**config.mk**
```make
export PLATFORM = sky130hd
export DESIGN_NAME = sync_fifo_pop_stream_flat
export DESIGN_NICKNAME = d
export VERILOG_FILES = /design/src/rtl/sync_fifo_pop_stream_if.sv /design/src/rtl/sync_fifo_pop_stream.sv /design/src/flat_wrapper.sv
export SDC_FILE = /design/constraint.sdc
export NUM_CORES = 1
export LEC_CHECK = 0
export ABC_AREA = 1
export CORE_ASPECT_RATIO = 0.8
export CORE_MARGIN = 2
export CORE_UTILIZATION = 50
export DETAILED_ROUTE_END_ITERATION = 12
export PLACE_DENSITY = 0.78
export SETUP_SLACK_MARGIN = 0.1
export SYNTH_ARGS = -nofsm -noshare
export SYNTH_HDL_FRONTEND = slang
export SYNTH_SLANG_ARGS = --single-unit
```
**constraint.sdc**
```tcl
create_clock -name clk -period 5.1 [get_ports clk]
set_input_delay 1.02 -clock clk [delete_from_list [all_inputs] [get_ports clk]]
set_output_delay 1.02 -clock clk [all_outputs]
set_load 0.03 [all_outputs]
```
**src/rtl/sync_fifo_pop_stream_if.sv**
```systemverilog
// ---------------------------------------------------------------------------
// sync_fifo_pop_stream_if
// Bundles the two sides of the pop-stream adapter into one interface:
//   - the sync_fifo pop port (fifo_re out, fifo_rd / fifo_empt / fifo_fsh in)
//   - the outgoing valid/ready stream (m_vld, m_data, m_last out, m_rdy in)
// The master modport is the adapter's view. The slave modport is the view of
// the surrounding logic, which owns the FIFO and the downstream consumer.
// ---------------------------------------------------------------------------
interface sync_fifo_pop_stream_if #(
    parameter int FIFO_W = 32
);
    logic              fifo_re;
    logic [FIFO_W-1:0] fifo_rd;
    logic              fifo_empt;
    logic              fifo_fsh;
    logic              m_vld;
    logic              m_rdy;
    logic [FIFO_W-1:0] m_data;
    logic              m_last;

    modport master (
        output fifo_re,
        input  fifo_rd,
        input  fifo_empt,
        input  fifo_fsh,
        output m_vld,
        input  m_rdy,
        output m_data,
        output m_last
    );

    modport slave (
        input  fifo_re,
        output fifo_rd,
        output fifo_empt,
        output fifo_fsh,
        input  m_vld,
        output m_rdy,
        input  m_data,
        input  m_last
    );
endinterface

```
**src/rtl/sync_fifo_pop_stream.sv**
```systemverilog
// ---------------------------------------------------------------------------
// sync_fifo_pop_stream
// Pop-side adapter for sync_fifo. It pops the FIFO and re-presents the words
// as a valid/ready stream through a 2-entry skid buffer. It hides the FIFO
// read latency (FIFO_DLY = 0 or 1) and flags every PKT_LEN-th accepted beat
// with m_last. With m_rdy held high it sustains one beat per cycle.
//
// Ports:
//   clk   - clock, rising edge
//   rst   - asynchronous reset, active-high
//   bus   - sync_fifo_pop_stream_if.master
//             fifo_re   out  pop request to the FIFO
//             fifo_rd   in   FIFO read data
//             fifo_empt in   FIFO empty flag
//             fifo_fsh  in   flush; the same signal that flushes the FIFO
//             m_vld     out  output beat valid
//             m_rdy     in   downstream ready
//             m_data    out  output beat data (head of the skid buffer)
//             m_last    out  last beat of a packet
//   busy  - out: buffer non-empty or a pop still in flight
// ---------------------------------------------------------------------------
module sync_fifo_pop_stream #(
    parameter int FIFO_W   = 32,
    parameter int FIFO_DLY = 0,
    parameter int PKT_LEN  = 4,
    parameter int CNT_W    = (PKT_LEN > 1) ? $clog2(PKT_LEN) : 1
) (
    input  logic                  clk,
    input  logic                  rst,
    sync_fifo_pop_stream_if.master bus,
    output logic                  busy
);

    localparam logic [CNT_W-1:0] LAST_BEAT = CNT_W'(PKT_LEN - 1);

    logic [1:0]        buf_cnt_q, buf_cnt_d;
    logic              inflight_q, inflight_d;
    logic [CNT_W-1:0]  bcnt_q, bcnt_d;
    logic [FIFO_W-1:0] ent0_q, ent0_d;
    logic [FIFO_W-1:0] ent1_q, ent1_d;

    logic              vld;
    logic              deq;
    logic              pop;
    logic              capture;
    logic [2:0]        occ;

    // Occupancy seen by the pop decision counts words already buffered, plus
    // the word still coming back from the FIFO, minus the beat leaving this
    // cycle. Crediting the leaving beat is what allows back-to-back pops at
    // full rate. It creates the m_rdy -> fifo_re combinational path on purpose.
    assign vld     = (buf_cnt_q != 2'd0);
    assign deq     = vld & bus.m_rdy;
    assign occ     = {1'b0, buf_cnt_q} + {2'b00, inflight_q} - {2'b00, deq};
    assign pop     = ~bus.fifo_empt & ~bus.fifo_fsh & ~rst & (occ < 3'd2);
    assign capture = (FIFO_DLY == 0) ? pop : inflight_q;

    assign bus.fifo_re = pop;
    assign bus.m_vld   = vld;
    assign bus.m_data  = ent0_q;
    assign bus.m_last  = vld & (bcnt_q == LAST_BEAT);
    assign busy        = vld | inflight_q;

    // Next-state logic for the skid buffer, the in-flight flag and the beat
    // counter. Entry 0 is always the head. On a dequeue the tail slides
    // forward. A capture fills the first free slot once any dequeue has been
    // taken into account, so a capture and a dequeue in the same cycle keep
    // the count unchanged and keep the words in order. Flush wins over
    // everything. This drops a word whose pop was issued one cycle earlier,
    // because the in-flight flag is cleared.
    always_comb begin
        buf_cnt_d  = buf_cnt_q;
        ent0_d     = ent0_q;
        ent1_d     = ent1_q;
        bcnt_d     = bcnt_q;
        inflight_d = (FIFO_DLY == 1) ? pop : 1'b0;

        if (deq) begin
            bcnt_d = (bcnt_q == LAST_BEAT) ? '0 : bcnt_q + CNT_W'(1);
        end

        case ({capture, deq})
            2'b10: begin
                if (buf_cnt_q == 2'd0) begin
                    ent0_d = bus.fifo_rd;
                end else begin
                    ent1_d = bus.fifo_rd;
                end
                buf_cnt_d = buf_cnt_q + 2'd1;
            end
            2'b01: begin
                ent0_d    = ent1_q;
                ent1_d    = '0;
                buf_cnt_d = buf_cnt_q - 2'd1;
            end
            2'b11: begin
                if (buf_cnt_q == 2'd1) begin
                    ent0_d = bus.fifo_rd;
                end else begin
                    ent0_d = ent1_q;
                    ent1_d = bus.fifo_rd;
                end
            end
            default: begin
            end
        endcase

        if (bus.fifo_fsh) begin
            buf_cnt_d  = 2'd0;
            inflight_d = 1'b0;
            bcnt_d     = '0;
            ent0_d     = '0;
            ent1_d     = '0;
        end
    end

    // State registers. Reset clears everything asynchronously, including a
    // pending in-flight word.
    always_ff @(posedge clk or posedge rst) begin
        if (rst) begin
            buf_cnt_q  <= 2'd0;
            inflight_q <= 1'b0;
            bcnt_q     <= '0;
            ent0_q     <= '0;
            ent1_q     <= '0;
        end else begin
            buf_cnt_q  <= buf_cnt_d;
            inflight_q <= inflight_d;
            bcnt_q     <= bcnt_d;
            ent0_q     <= ent0_d;
            ent1_q     <= ent1_d;
        end
    end

    // The pop rule guarantees that the buffer never receives a word it has
    // no room for.
    no_overflow: assert property (@(posedge clk) disable iff (rst)
        !(capture && !deq && !bus.fifo_fsh && (buf_cnt_q == 2'd2)));

endmodule

```
**src/flat_wrapper.sv**
```systemverilog
// flat-port wrapper written by rule: the top's interface ports become plain ports
module sync_fifo_pop_stream_flat 
#(
    parameter int FIFO_W   = 32,
    parameter int FIFO_DLY = 0,
    parameter int PKT_LEN  = 4,
    parameter int CNT_W    = (PKT_LEN > 1) ? $clog2(PKT_LEN) : 1
)
  (clk, rst, busy, bus_fifo_re, bus_fifo_rd, bus_fifo_empt, bus_fifo_fsh, bus_m_vld, bus_m_rdy, bus_m_data, bus_m_last);
  sync_fifo_pop_stream_if #(.FIFO_W(FIFO_W)) bus_i ();
  input  logic clk;
  input  logic rst;
  output logic busy;
  output wire logic [$bits(bus_i.fifo_re)-1:0] bus_fifo_re;
  input wire logic [$bits(bus_i.fifo_rd)-1:0] bus_fifo_rd;
  input wire logic [$bits(bus_i.fifo_empt)-1:0] bus_fifo_empt;
  input wire logic [$bits(bus_i.fifo_fsh)-1:0] bus_fifo_fsh;
  output wire logic [$bits(bus_i.m_vld)-1:0] bus_m_vld;
  input wire logic [$bits(bus_i.m_rdy)-1:0] bus_m_rdy;
  output wire logic [$bits(bus_i.m_data)-1:0] bus_m_data;
  output wire logic [$bits(bus_i.m_last)-1:0] bus_m_last;
  assign bus_fifo_re = bus_i.fifo_re;
  assign bus_i.fifo_rd = bus_fifo_rd;
  assign bus_i.fifo_empt = bus_fifo_empt;
  assign bus_i.fifo_fsh = bus_fifo_fsh;
  assign bus_m_vld = bus_i.m_vld;
  assign bus_i.m_rdy = bus_m_rdy;
  assign bus_m_data = bus_i.m_data;
  assign bus_m_last = bus_i.m_last;
  sync_fifo_pop_stream #(.FIFO_W(FIFO_W), .FIFO_DLY(FIFO_DLY), .PKT_LEN(PKT_LEN), .CNT_W(CNT_W)) u_core (.clk(clk), .rst(rst), .bus(bus_i), .busy(busy));
endmodule
```
# == Word level (Yosys, flattened, before mapping) ==
# Cells that the tools add are included.
# word_totals
regBits,68
in_bits,37
output_inout_bits,36
elab_cells,45
# op_classes
addsub,4
magnitude_cmp,1
n_eq_ne,8
mux,13
bitwise,8
reduce_logical,7
# ops
op,n
32-bit two-way mux,6
32-bit one-hot mux with 3 select lines,2
2-bit two-way mux,4
2-bit == test (second input constant),3
3-bit inequality test (second input constant),2
1-bit AND,5
2-bit by 1-bit adder with 2-bit output (second input constant),2
2-bit by 1-bit == test with 1-bit output (second input constant),2
2-bit one-hot mux with 2 select lines,1
2-bit nonzero test,2
4-bit nonzero test,1
3-bit by 2-bit less-than comparator with 1-bit output (second input constant),1
3-bit by 2-bit inequality test with 1-bit output (second input constant),1
1-bit inverter,3
3-bit AND reduction,1
3-bit nonzero test,1
2-bit by 1-bit subtractor with 3-bit output,1
2-bit logical NOT,1
2-bit AND reduction,1
2-bit by 1-bit subtractor with 2-bit output (second input constant),1

# == Longest topological paths before layout ==
# depth
depth_word,8
mapped_depth,16
ltp_nobuf,14

# == Least setup slack after synthesis ==
# Ideal clock, no wire load.
# synth_timing
kind,input-to-output
startpoint,in bus_m_rdy
endpoint,out bus_fifo_re
t_arrival_ns,1.790
t_required_ns,4.080
path_slack_ns,2.290
stages,5
n_path_buf,1
cell_sequence,nand2_2 buf_6 o21ai_0 nand3_1 inv_1
# synth_via
elab_chain_cells,4
# synth_rtl
item,line_no,text
start: declaration,flat_wrapper.sv:19,input wire logic [$bits(bus_i.m_rdy)-1:0] bus_m_rdy;
1-bit AND,sync_fifo_pop_stream.sv:53,assign deq = vld & bus.m_rdy;
2-bit by 1-bit subtractor with 3-bit output,sync_fifo_pop_stream.sv:54,"assign occ = {1'b0, buf_cnt_q} + {2'b00, inflight_q} - {2'b00, deq};"
3-bit by 2-bit less-than comparator with 1-bit output,sync_fifo_pop_stream.sv:55,assign pop = ~bus.fifo_empt & ~bus.fifo_fsh & ~rst & (occ < 3'd2);
1-bit AND,sync_fifo_pop_stream.sv:55,
end: declaration,flat_wrapper.sv:14,output wire logic [$bits(bus_i.fifo_re)-1:0] bus_fifo_re;
# No other way between the ends.

# == Final worst setup path ==
# layout_timing
startpoint,in bus_fifo_fsh
endpoint,out bus_fifo_re
# layout_via
elab_chain_cells,4
# layout_rtl
item,line_no,text
start: declaration,flat_wrapper.sv:17,input wire logic [$bits(bus_i.fifo_fsh)-1:0] bus_fifo_fsh;
1-bit inverter,sync_fifo_pop_stream.sv:55,
1-bit AND (3 in a row),sync_fifo_pop_stream.sv:55,
# No other way between the ends.

==> metrics.txt <==
status completed; Post-Syn Area per Cell 7.05 µm²; crit path cell chain clkdlybuf4s50_1 -> nor3_1 -> nand3_1 -> inv_1 -> clkdlybuf4s50_1; Antenna Nets Post-Route 0; Layout fillers 625; VDD IR max 199 µV; most frequent cells in the layout 269 x nand2_1, 72 x clkdlybuf4s50_1, 68 x dfrtp_1; critical hold path startpoint u_core.bus.m_data[11]; P_leak 2.25 nW; number of CTS-inserted buffers 9; Pwr Density 422 nW/µm²; endpoints failing setup 0; DR pass1 iterations 5; Inst Count DP 640; hpwl dp 4970 µm; GRT Overall Usage 22.0%; Setup TNS Final 0 ps; Nets 608; initial DRC count 210; CP max FO 6; worst-margin pin slew 1180 ps; crit path from bus_fifo_fsh; # clock sinks 68; synth warn 0; clk root buf clkbuf_8; Ports 73; clock-pin slew on the worst setup and hold paths 80 ps; final instance area 4420 µm²; Finished Layout Cells 656; sequential cell area fraction in the yosys report 48.0%; DR vias/cell 4.87; Post-Syn Area 3550 µm²; Final min period 3780 ps; RSZ-0062 raised after global routing false; Total Wirelength 8150 µm; worst-skew pair later-pin latency 340 ps; Slew HR 21.2%; highest cell delay on the worst timing path 680 ps; worst clock skew 11.3 ps; Fin. Hold Viols 0; R2R setup slack 2150 ps; Vias 3195; Worst R2R Start u_core.buf_cnt_q[0]; area post-placement 4250 µm²; H-Tree Depth 3; Buffers on Ports 72; Starting Density 51.5%; Area growth, synth to finish 24.6%; startpoint class of the critical path input pin; Slew Limit Fails 0; largest net degree at the start of global routing 65; cts hold-fix bufs 0; Antenna diodes 0; GRT Residual Overflow 0; Hold Path Cell Cnt 2; die area 7790 µm²; Critical Path AT 2760 ps; Die Width 98.2 µm; Crit Reg-Reg Endpoint u_core.bus.m_data[6]; core area 6890 µm²; Final Total Pwr 1.86 mW; Max-Cap Viols 0; worst setup path class input pin to output port; # Post-CTS Setup Buffers 0; Worst setup EP type output port; worst-path cell with the longest stage delay clkdlybuf4s50_1; Tcrit/Tclk final 74.1%; routability congestion estimate 0.786; Synth cell types 22; syn nets 547; post-route setup slack 1320 ps; commonest non-fill, non-tap cell in the layout nand2_1; Seq cells post-synth 68; CTS tree built; drt wl/cell 12.4 µm; initial antenna violation count 0; CTS Buffer Depth 2; vias in the first global route 2953; row cnt 27; share of layout cells above drive strength 1 4.75%; DRC 0; dpl ws 1300 ps; Synth Instances 503; CP required 4080 ps; Max Clk Rate 265 MHz; Most common cell on crit path clkdlybuf4s50_1; Worst Reg-to-Reg Cells 14; post-CTS resize count 0; first-pass GRT wire length 13800 µm; worst min path class flip-flop to flip-flop; hold endpoint u_core.bus.m_data[11]; die height 79.3 µm
## synthesized netlist by cell type, drive strengths merged
master  instances  area (µm²)
nand2         272        1030
inv            46         173
dfrtp          68        1700
o21a            1        7.51
nor3            2        10.0
xor2            1        8.76
clkbuf          1        3.75
nor2           36         145
o21ai          36         180
nand3           9        50.1
buf            24         146
ha              7        87.6
## logic make-up (layout without fill, tap and decap cells)
| group | count (synthesis) | in the layout | share of synthesized area [%] |
|---|---|---|---|
| simple gates | 319 | 319 | 34.9 |
| xor+xnor | 1 | 1 | 0.247 |
| flops | 68 | 68 | 48.0 |
| compound gates | 37 | 37 | 5.29 |
| buf+inv | 71 | 137 | 9.10 |
| fa+ha+maj | 7 | 7 | 2.47 |
## registers in the layout, indices dropped and copies added (netlist names)
signal	cells
u_core.bus.m_data	32
u_core.buf_cnt_q	2
u_core.ent1_q	32
u_core.bcnt_q	2
## worst max path at each step
stage               cells after the start  slack (ps)          end
global route                            5        1220  bus_fifo_re
detailed placement                      5        1300  bus_fifo_re
finish                                  5        1320  bus_fifo_re
floorplan                               5        2290  bus_fifo_re
global placement                        5        1360  bus_fifo_re
CTS                                     5        1280  bus_fifo_re
## power by group
part,leakage [nW],internal [mW],switching (mW),total (mW)
logic,1.26,0.257,0.480,0.737
clock network,0.0824,0.189,0.206,0.395
registers,0.909,0.664,0.0692,0.733
## through the flow
step                hold slack [ps]  util, %
floorplan                       459        -
global placement                463     61.7
detailed placement              464     61.7
CTS                             484     64.1
global route                    515     64.1
finish                          481     64.1
## critical path: cells and delay by family
| kind | cells | cell delay, ps |
|---|---|---|
| and+or+nand+nor | 2 | 380 |
| buffers and inverters | 3 | 1350 |
## area by class of cell
type / instances / area [µm²] / share of cell area [%]
Timing Repair Buffer: 75 / 743 / 16.8
Clock buffer: 12 / 145 / 3.28
Multi-Input combinational cell: 364 / 1520 / 34.5
Clock inverter: 4 / 25.0 / 0.566
Inverter: 46 / 173 / 3.91
Tap cell: 87 / 109 / 2.46
Sequential cell: 68 / 1700 / 38.5
## metal layers
metal	GRT usage (%)	vias up	part of all wire, %
met4	3.70	0	0.53
li1	-	1625	-
met1	29.7	1476	47
met2	36.6	88	46
met3	5.99	6	6.3
met5	0	-	0
No activity file was read; power rests on OpenSTA's default activity.
